`src/rtl/instruction_fetch_controller_if.sv`:
```
// Decode-side output stage handshake for the fetch controller.
// The master holds the registered word; the slave returns ready.
interface instruction_fetch_controller_if;
  logic        instr_valid_o;
  logic        instr_ready_i;
  logic [31:0] instr_o;
  logic [31:0] pc_o;

  modport master (
    output instr_valid_o,
    output instr_o,
    output pc_o,
    input  instr_ready_i
  );

  modport slave (
    input  instr_valid_o,
    input  instr_o,
    input  pc_o,
    output instr_ready_i
  );
endinterface

```
`src/rtl/instruction_fetch_controller.sv`:
```
// PC sequencer for a combinational imem feeding a one-entry
// valid/ready stage, with redirects and a sticky fetch fault.
module instruction_fetch_controller #(
  parameter logic [31:0] RESET_PC  = 32'h0000_0000,
  parameter int unsigned MEM_BYTES = 1024
) (
  input  logic                clk_i,
  input  logic                rst_i,
  input  logic                enable_i,
  output logic [31:0]         imem_address_o,
  input  logic [31:0]         imem_instruction_i,
  input  logic                redirect_i,
  input  logic [31:0]         redirect_pc_i,
  instruction_fetch_controller_if.master out_if,
  output logic                fault_o,
  output logic [31:0]         fault_pc_o,
  output logic [31:0]         accepted_count_o
);

  localparam logic [31:0] LAST_PC = 32'(MEM_BYTES - 4);

  typedef enum logic {RUN, FAULT} state_t;

  state_t      r_state;
  logic [31:0] r_fetch_pc;
  logic        r_valid;
  logic [31:0] r_instr;
  logic [31:0] r_pc;
  logic        r_fault;
  logic [31:0] r_fault_pc;
  logic [31:0] r_count;

  logic w_transfer;
  logic w_can_load;

  function automatic logic illegal(input logic [31:0] a);
    return (a[1:0] != 2'b00) || (a > LAST_PC);
  endfunction

  assign w_transfer = r_valid & out_if.instr_ready_i;
  assign w_can_load = !r_valid || w_transfer;

  assign imem_address_o       = r_fetch_pc;
  assign out_if.instr_valid_o = r_valid;
  assign out_if.instr_o       = r_instr;
  assign out_if.pc_o          = r_pc;
  assign fault_o              = r_fault;
  assign fault_pc_o           = r_fault_pc;
  assign accepted_count_o     = r_count;

  always_ff @(posedge clk_i) begin
    if (rst_i) begin
      r_state    <= RUN;
      r_fetch_pc <= RESET_PC;
      r_valid    <= 1'b0;
      r_instr    <= '0;
      r_pc       <= '0;
      r_fault    <= 1'b0;
      r_fault_pc <= '0;
      r_count    <= '0;
    end else begin
      if (w_transfer)
        r_count <= r_count + 32'd1;
      unique case (r_state)
        RUN: begin
          if (redirect_i) begin
            r_valid <= 1'b0;
            if (illegal(redirect_pc_i)) begin
              r_state    <= FAULT;
              r_fault    <= 1'b1;
              r_fault_pc <= redirect_pc_i;
            end else begin
              r_fetch_pc <= redirect_pc_i;
            end
          end else if (enable_i && w_can_load) begin
            if (illegal(r_fetch_pc)) begin
              r_state    <= FAULT;
              r_fault    <= 1'b1;
              r_fault_pc <= r_fetch_pc;
              r_valid    <= 1'b0;
            end else begin
              r_instr    <= imem_instruction_i;
              r_pc       <= r_fetch_pc;
              r_valid    <= 1'b1;
              r_fetch_pc <= r_fetch_pc + 32'd4;
            end
          end else if (w_transfer) begin
            r_valid <= 1'b0;
          end
        end
        FAULT: begin
          r_valid <= 1'b0;
        end
        default: r_state <= FAULT;
      endcase
    end
  end

endmodule
```
`src/flat_wrapper.sv`:
```
// flat-port wrapper written by rule: the top's interface ports become plain ports
module instruction_fetch_controller_flat 
#(
  parameter logic [31:0] RESET_PC  = 32'h0000_0000,
  parameter int unsigned MEM_BYTES = 1024
)
  (clk_i, rst_i, enable_i, imem_address_o, imem_instruction_i, redirect_i, redirect_pc_i, fault_o, fault_pc_o, accepted_count_o, out_if_instr_valid_o, out_if_instr_o, out_if_pc_o, out_if_instr_ready_i);
  instruction_fetch_controller_if out_if_i ();
  input  logic clk_i;
  input  logic rst_i;
  input  logic enable_i;
  output logic [31:0] imem_address_o;
  input  logic [31:0] imem_instruction_i;
  input  logic redirect_i;
  input  logic [31:0] redirect_pc_i;
  output logic fault_o;
  output logic [31:0] fault_pc_o;
  output logic [31:0] accepted_count_o;
  output wire logic [$bits(out_if_i.instr_valid_o)-1:0] out_if_instr_valid_o;
  output wire logic [$bits(out_if_i.instr_o)-1:0] out_if_instr_o;
  output wire logic [$bits(out_if_i.pc_o)-1:0] out_if_pc_o;
  input wire logic [$bits(out_if_i.instr_ready_i)-1:0] out_if_instr_ready_i;
  assign out_if_instr_valid_o = out_if_i.instr_valid_o;
  assign out_if_instr_o = out_if_i.instr_o;
  assign out_if_pc_o = out_if_i.pc_o;
  assign out_if_i.instr_ready_i = out_if_instr_ready_i;
  instruction_fetch_controller #(.RESET_PC(RESET_PC), .MEM_BYTES(MEM_BYTES)) u_core (.clk_i(clk_i), .rst_i(rst_i), .enable_i(enable_i), .imem_address_o(imem_address_o), .imem_instruction_i(imem_instruction_i), .redirect_i(redirect_i), .redirect_pc_i(redirect_pc_i), .out_if(out_if_i), .fault_o(fault_o), .fault_pc_o(fault_pc_o), .accepted_count_o(accepted_count_o));
endmodule
```
`config.mk`:
```
export PLATFORM = sky130hd
export DESIGN_NAME = instruction_fetch_controller_flat
export DESIGN_NICKNAME = d
export VERILOG_FILES = /design/src/rtl/instruction_fetch_controller_if.sv /design/src/rtl/instruction_fetch_controller.sv /design/src/flat_wrapper.sv
export SDC_FILE = /design/constraint.sdc
export NUM_CORES = 1
export LEC_CHECK = 0
export CAP_MARGIN = 20
export CORE_ASPECT_RATIO = 0.7
export CORE_MARGIN = 8
export CORE_UTILIZATION = 45
export CTS_BUF_LIST = sky130_fd_sc_hd__clkbuf_4 sky130_fd_sc_hd__clkbuf_8 sky130_fd_sc_hd__clkbuf_16
export DETAILED_ROUTE_END_ITERATION = 7
export PLACE_DENSITY = 0.83
export RECOVER_POWER = 100
export SYNTH_ARGS = -nofsm -noshare
export SYNTH_HDL_FRONTEND = slang
export SYNTH_SLANG_ARGS = --single-unit
```
`constraint.sdc`:
```
create_clock -name clk_i -period 2.4 [get_ports clk_i]
set_input_delay 0.36 -clock clk_i [delete_from_list [all_inputs] [get_ports clk_i]]
set_output_delay 0.36 -clock clk_i [all_outputs]
set_load 0.01 [all_outputs]
```
==> PnR_summary.wiki, run 1 <==
{| class="wikitable"
! Metric !! Value
|-
| Total core area || between 10000 and 15000 um2
|-
| Number of setup buffers added after CTS || 0
|-
| Number of storage elements in the synthesis netlist || ~160
|-
| Highest Signal Layer || met4
|-
| Worst setup skew after layout || about 0.010 ns
|-
| Dominant cell by count in the synthesized netlist || sky130_fd_sc_hd__dfxtp_1
|-
| Clock buffer depth || 2
|-
| CP arrival || about 2.5 ns
|-
| Leading post-synthesis cells by instance count || sky130_fd_sc_hd__dfxtp_1, sky130_fd_sc_hd__nand2_1, sky130_fd_sc_hd__a21oi_1
|-
| Number of buffers added to fix hold violations after cts || 0
|-
| Count of mapped cells out of synthesis || ~700
|-
| Clock slew at reported path FFs || roughly 0.060 ns
|-
| Total power density per cell area || approximately 660 nW/um2
|-
| Family of cells with the greatest summed delay on the critical path || simple AND/OR/NAND/NOR gates
|-
| Count of unresolved DRC violations after routing || 0
|-
| Max transition margin || between 40% and 50%
|-
| DP Cell Count || 1100
|-
| Number of global-route vias before repair || just under 6000
|-
| Number of antenna violations at the first check in global routing || 0
|-
| Critical-path cell list || nor4_1 > nand4_1 > clkbuf_1 > or3_2 > buf_4 > and3_1
|-
| Number of antenna cells inserted || 0
|-
| CTS tree || done
|-
| Part of the cycle the worst path needs || 93.6%
|-
| Number of synthesis warnings || 0
|-
| Critical Path RT || about 2.7 ns
|-
| First-pass iteration count of the detailed router || 4
|-
| Number of enable flip-flop cells after synthesis || 0
|-
| I/O pin count || ~230
|-
| ANT nets after route || 0
|-
| Total clock buffers created by CTS || 17
|-
| Global-route total usage across every layer || 21.8%
|-
| Ranking of synthesized cells by area || sky130_fd_sc_hd__dfxtp_1, sky130_fd_sc_hd__a21oi_1, sky130_fd_sc_hd__nand2_1, sky130_fd_sc_hd__mux2i_1, sky130_fd_sc_hd__a211oi_1
|-
| Critical Path Max Stage Delay || 0.48 ns
|-
| Growth of design area from synthesis to finish || 49.9%
|-
| Fraction of final layout cells sized beyond drive strength 1 || under 10%
|-
| Number of buffers and inverters on the critical path || 2
|-
| Setup repair after global routing missed its margin || false
|-
| Share of flip-flops with an asynchronous set or reset after synthesis || 0%
|-
| Wire length the detailed router placed on met1 || 9050 um
|-
| Total leakage power || about 4 nW
|-
| Part of the Yosys area used for sequential elements || 51.7%
|-
| Amount of wire on met3 after detailed routing || 1870 um
|-
| Path type of the worst setup path || flip-flop to flip-flop
|-
| Avg Synthesized Cell Area || approximately 9.1 um2
|-
| Std-Cell Rows || 36
|-
| Detail-routed via count per cell || 5.29
|-
| Slowest cell on the critical path || sky130_fd_sc_hd__or3_2
|-
| Worst skew pair latency || between 0.4 and 0.5 ns
|-
| Starting utilization of the core area || a little under half
|-
| Global-route wire length before repair || 31500 um
|-
| Primary flip-flop cell chosen by synthesis mapping || sky130_fd_sc_hd__dfxtp_1
|-
| Drt initial violations || about 440
|-
| Height of the die || between 100 and 150 um
|-
| Distinct cell type count of the synthesized netlist || 44
|-
| Final critical delay including setup and external delays || approximately 2.2 ns
|-
| Final global-route overflow total || 0
|-
| Final RePlAce weighted congestion || ~0.81
|-
| Critical Path Source Type || flip-flop
|-
| Routed WL per cell || between 15 and 20 um
|-
| Final routed wirelength across all metal layers || 20100 um
|-
| Full die area || about 18000 um2
|-
| Sum of net half-perimeters after detailed placement || 14500 um
|-
| Final nets || 1000
|-
| Fin Hold WS || between 0.4 and 0.5 ns
|-
| Max Clock Freq || roughly 450 MHz
|-
| Mapped Area || 6320 um2
|-
| Deepest level of the CTS H-tree || 4
|-
| Synth top area share || 51.7%
|-
| Final WS setup || around 0.15 ns
|-
| Maximum fanout along the worst path || 65
|-
| Pin count of the biggest net entering global routing || approximately 120
|-
| Nature of the critical path endpoint || flip-flop
|-
| Num Clock Sinks || around 160
|-
| Die Wd || ~160 um
|-
| Non-filler cells in the finished layout || approximately 1100
|-
| Max-capacitance violation count || 0
|-
| Final count of negative-setup-slack endpoints || 0
|-
| Run status || completed
|-
| Routed wl met2 || around 9100 um
|-
| Worst voltage drop across the vdd grid || ~0.49 mV
|-
| Post-Place Setup Slack || -0.197 ns
|-
| Worst-Margin Slew || ~0.80 ns
|-
| Total of buffers placed on input and output ports || 230
|-
| Class of the tightest hold or removal check || input port to flip-flop
|-
| Detailed-route via count || between 5000 and 6000
|-
| Final Hold Viols || 0
|-
| Net count after synthesis || 768
|-
| Post-cts repair resize count || 0
|-
| Number of slew-limit violations in the final report || 0
|-
| Library cell used as clock root buffer || sky130_fd_sc_hd__clkbuf_16
|-
| Dominant cell type by area after synthesis || sky130_fd_sc_hd__dfxtp_1
|}
[layout by cell type (no fill, tap or decap), types with 17 or more instances in the layout]
master / n
sky130_fd_sc_hd__nand3_1: 18
sky130_fd_sc_hd__and3_1: 27
sky130_fd_sc_hd__a21oi_1: 91
sky130_fd_sc_hd__nor2_1: 44
sky130_fd_sc_hd__clkdlybuf4s50_1: 65
sky130_fd_sc_hd__dfxtp_1: 163
sky130_fd_sc_hd__a211oi_1: 31
sky130_fd_sc_hd__and2_1: 21
sky130_fd_sc_hd__dlygate4sd3_1: 163
sky130_fd_sc_hd__buf_4: 17
sky130_fd_sc_hd__nand2_1: 96
sky130_fd_sc_hd__clkbuf_16: 17
sky130_fd_sc_hd__mux2i_1: 30
sky130_fd_sc_hd__nor4_1: 18
[report_power, final]
part / total (mW) / leakage (nW) / internal, mW / switching, mW
clock network: 2.61 / 0.272 / 1.50 / 1.11
registers: 2.87 / 1.32 / 2.80 / 0.0736
logic: 0.736 / 2.40 / 0.362 / 0.374
[layout make-up]
cell class                      instances  area [um2]
Multi-Input combinational cell        475        2790
Clock buffer                           20         454
Inverter                                9        33.8
Clock inverter                         12         124
Timing Repair Buffer                  263        2570
Sequential cell                       163        3260
Fill cell                            1087        4360
Tap cell                              190         238
[final timing paths]
path	startpoint	endpoint	slack [ns]	cells past startpoint
worst max-delay path	u_core.imem_address_o[31]$_SDFFE_PP0P_	u_core.out_if.pc_o[31]$_SDFFE_PP0P_	0.15	6
worst min-delay path	redirect_i	u_core.out_if.instr_valid_o$_SDFFE_PP0P_	0.41	4
worst max register to register	u_core.imem_address_o[31]$_SDFFE_PP0P_	u_core.out_if.pc_o[31]$_SDFFE_PP0P_	0.15	6
worst min register to register	u_core.out_if.instr_o[26]$_SDFFE_PP0P_	u_core.out_if.instr_o[26]$_SDFFE_PP0P_	0.45	2
[tightest hold or removal path, stage by stage]
cell	delay, ns
sky130_fd_sc_hd__buf_2	0.18
sky130_fd_sc_hd__nor2_1	0.09
sky130_fd_sc_hd__nand2b_1	0.08
sky130_fd_sc_hd__a21oi_1	0.06
[flip-flops by register name, indices dropped and copies added (netlist names)]
signal,flops
u_core.imem_address_o,32
u_core.accepted_count_o,32
u_core.fault_pc_o,32
u_core.r_state,1
u_core.out_if.instr_o,32
u_core.out_if.pc_o,32
u_core.out_if.instr_valid_o,1
u_core.fault_o,1
[cell families (layout without fill, tap and decap cells)]
kind of cell	count (synthesis)	after routing	share of synthesized area (%)
AOI/OAI and AO/OA	149	149	14.5
xor gates and xnor gates	27	27	3.74
adders and majority gates	2	2	0.396
buffers and inverters	59	304	3.84
DFF	163	163	51.7
muxes	31	31	4.93
and+or+nand+nor	266	266	20.9
[layer usage]
metal  track usage [%]  up-vias
met5                 0        -
met4              5.44        0
met3              7.62       11
met2              34.7      231
met1              27.8     2831
li1                  -     2920
[stage by stage]
stage | util, % | TNS, ns | power (mW) | area [um2]
after CTS | 69.1 | 0 | 6.33 | 9550
final | 68.5 | 0 | 6.22 | 9470
after floorplan | - | 0 | 3.27 | 6320
after global placement | 64.9 | -1.09 | 3.71 | 8970
after global routing | 68.5 | 0 | 6.47 | 9470
after detailed placement | 64.9 | -3.43 | 3.71 | 8970
(Power assumes the default switching activity.)
==> run 2, diff against run 1 <==
PLACE_DENSITY = not set   (was 0.83)
PLACE_DENSITY_LB_ADDON = 0.3   (was not set)
==> PnR_summary.wiki, run 2 (synthesis gave the netlist of run 1 again) <==
{| class="wikitable"
! Metric !! Value
|-
| Run status || completed
|-
| Total clock buffers created by CTS || 17 (unchanged)
|-
| Library cell used as clock root buffer || sky130_fd_sc_hd__clkbuf_16
|-
| Clock buffer depth || 2 (unchanged)
|-
| Number of antenna violations at the first check in global routing || 0 (unchanged)
|-
| CP arrival || 2.53 ns (about the same)
|-
| Final routed wirelength across all metal layers || 19600 um (-2.4%)
|-
| Die Wd || 158 um (unchanged)
|-
| Worst voltage drop across the vdd grid || 0.561 mV (+15%)
|-
| Num Clock Sinks || 163 (unchanged)
|-
| Number of buffers and inverters on the critical path || 0 (-2)
|-
| Full die area || 18100 um2 (unchanged)
|-
| Setup TNS after final layout || 0 ns (unchanged)
|-
| Maximum fanout along the worst path || 7 (-89%)
|-
| Number of antenna cells inserted || 0 (unchanged)
|-
| Number of global-route vias before repair || 5552 (-5.4%)
|-
| Nature of the critical path endpoint || flip-flop
|-
| Sum of net half-perimeters after detailed placement || 14100 um (-2.5%)
|-
| Path type of the worst setup path || flip-flop to flip-flop
|-
| Detailed-route via count || 5834 (-2.7%)
|-
| Worst setup path end || u_core.accepted_count_o[27]$_SDFFE_PP0P_
|-
| Setup repair after global routing missed its margin || false
|-
| Reg2reg start || u_core.accepted_count_o[10]$_SDFFE_PP0P_
|-
| Critical Path RT || 2.70 ns (about the same)
|-
| Final nets || 994 (-0.60%)
|-
| Deepest level of the CTS H-tree || 4 (unchanged)
|-
| I/O pin count || 231 (unchanged)
|-
| Height of the die || 115 um (unchanged)
|-
| Worst-Margin Slew || 0.646 ns (-0.153 ns)
|-
| Part of the cycle the worst path needs || 93.0% (-0.61 points)
|-
| Number of buffers added to fix hold violations after cts || 0 (unchanged)
|-
| Routed WL per cell || 17.4 um (-1.9%)
|-
| Non-filler cells in the finished layout || 1126 (-0.53%)
|-
| Setup crit start || u_core.accepted_count_o[10]$_SDFFE_PP0P_
|-
| Fin Hold WS || 0.367 ns (-0.0415 ns)
|-
| Design area || 9450 um2 (-0.16%)
|-
| R2R Setup Slk || 0.17 ns (about the same)
|-
| Drt initial violations || 387 (-13%)
|-
| Total power density per cell area || 676 nW/um2 (+2.9%)
|-
| Most used cells in the layout excluding fill and tap cells || sky130_fd_sc_hd__dlygate4sd3_1, sky130_fd_sc_hd__dfxtp_1, sky130_fd_sc_hd__nand2_1
|-
| Slowest cell on the critical path || sky130_fd_sc_hd__or3_1
|-
| Final critical delay including setup and external delays || 2.23 ns (-0.0147 ns)
|-
| Final global-route overflow total || 0 (unchanged)
|-
| Critical Path Max Stage Delay || 0.55 ns (+0.07 ns)
|-
| Total power of the final layout || 6.39 mW (+2.8%)
|-
| Max-capacitance violation count || 0 (unchanged)
|-
| Family of cells with the greatest summed delay on the critical path || simple AND/OR/NAND/NOR gates
|-
| Total core area || 13800 um2 (unchanged)
|-
| Area after detailed placement || 8910 um2 (-0.64%)
|-
| Depth of the worst register-to-register path || 5 (-1)
|-
| DP Cell Count || 1094 (-0.55%)
|-
| Post-cts repair resize count || 0 (unchanged)
|-
| Number of setup buffers added after CTS || 0 (unchanged)
|-
| ANT nets after route || 0 (unchanged)
|-
| Final RePlAce weighted congestion || 0.807 (-0.22%)
|-
| Origin of the worst min-delay path || rst_i
|-
| Total of buffers placed on input and output ports || 230 (unchanged)
|-
| Global-route total usage across every layer || 21.2% (-0.65 points)
|-
| Std-Cell Rows || 36 (unchanged)
|-
| Critical Path Source Type || flip-flop
|-
| Critical-path cell list || and4_1 > nand4_1 > or3_1 > nor2_1 > mux2_2
|-
| Final Hold Viols || 0 (unchanged)
|-
| Number of stages on the worst setup path || 5 (-1)
|-
| Count of unresolved DRC violations after routing || 0 (unchanged)
|-
| Clock slew at reported path FFs || 0.07 ns (about the same)
|-
| CTS tree || done
|-
| Layout fillers || 1151 (+5.9%)
|-
| Max transition margin || 56.9% (+10 points)
|-
| Pin count of the biggest net entering global routing || 66 (-44%)
|-
| Reg area || 3260 um2 (unchanged)
|-
| Worst skew pair latency || 0.41 ns (about the same)
|-
| Class of the tightest hold or removal check || input port to flip-flop
|-
| First-pass iteration count of the detailed router || 5 (+1)
|-
| Worst setup skew after layout || 0.0110 ns (+0.000833 ns)
|-
| Fraction of final layout cells sized beyond drive strength 1 || 6.62% (-0.17 points)
|-
| Max Clock Freq || 448 MHz (+0.66%)
|-
| Capture instance of the worst register-to-register path || u_core.accepted_count_o[27]$_SDFFE_PP0P_
|-
| Most common cell after layout, fill and taps aside || sky130_fd_sc_hd__dlygate4sd3_1
|-
| Growth of design area from synthesis to finish || 49.7%
|-
| Multi-input gate area || 2810 um2 (+0.76%)
|-
| Global-route wire length before repair || 30400 um (-3.4%)
|-
| Total leakage power || 4.00 nW (about the same)
|-
| Number of slew-limit violations in the final report || 0 (unchanged)
|-
| Final count of negative-setup-slack endpoints || 0 (unchanged)
|-
| Starting utilization of the core area || 45.7% (unchanged)
|-
| Detail-routed via count per cell || 5.18 (-2.1%)
|}
==> run 2: how the worst min path moves through the flow <==
stage	endpoint	slack (ns)	depth (start not counted)
global placement	u_core.out_if.instr_o[18]$_SDFFE_PP0P_	0.44	2
CTS	u_core.accepted_count_o[24]$_SDFFE_PP0P_	0.36	2
floorplan	u_core.imem_address_o[0]$_SDFFE_PP0P_	0.48	2
global route	u_core.accepted_count_o[24]$_SDFFE_PP0P_	0.37	2
detailed placement	u_core.out_if.instr_o[22]$_SDFFE_PP0P_	0.44	2
finish	u_core.accepted_count_o[25]$_SDFFE_PP0P_	0.37	2
==> run 2: power by group <==
part           total, mW  internal (mW)  switching, mW
Sequential          2.87           2.80         0.0694
Combinational      0.726          0.354          0.373
Clock               2.80           1.59           1.21
==> run 2: worst register-to-register path, cell delays in order, from the launching register on <==
cell	delay (ns)
sky130_fd_sc_hd__dfxtp_1	0.43
sky130_fd_sc_hd__and4_1	0.33
sky130_fd_sc_hd__nand4_1	0.32
sky130_fd_sc_hd__or3_1	0.55
sky130_fd_sc_hd__nor2_1	0.14
sky130_fd_sc_hd__mux2_2	0.34
==> run 2: layer usage <==
metal | track usage [%] | wire, um | part of all wire (%) | vias up
li1 | - | - | - | 2911
met1 | 27.8 | 8990 | 46 | 2696
met2 | 32.5 | 8660 | 44 | 209
met3 | 8.15 | 1790 | 9.1 | 18
met4 | 4.36 | 180 | 0.92 | 0
met5 | 0 | 0 | 0 | -
==> run 2: cell type report <==
| class | count | share of cell area [%] |
|---|---|---|
| Clock inverter | 15 | 1.91 |
| Timing Repair Buffer | 257 | 26.5 |
| Tap cell | 190 | 2.51 |
| Multi-Input combinational cell | 475 | 29.7 |
| Sequential cell | 163 | 34.5 |
| Clock buffer | 17 | 4.50 |
| Inverter | 9 | 0.357 |
==> run 2: stage by stage <==
step	worst slack [ns]	utilization (%)
CTS	0.217	68.8
global route	0.0189	68.4
global placement	0.0380	64.5
detailed placement	-0.0667	64.5
finish	0.169	68.4
floorplan	0.468	-
==> run 3, diff against run 2 <==
ABC_CLOCK_PERIOD_IN_PS = 2400   (was not set)
==> results of run 3 <==
Same layout as run 2: the final DEF is identical, and so are final timing and power.
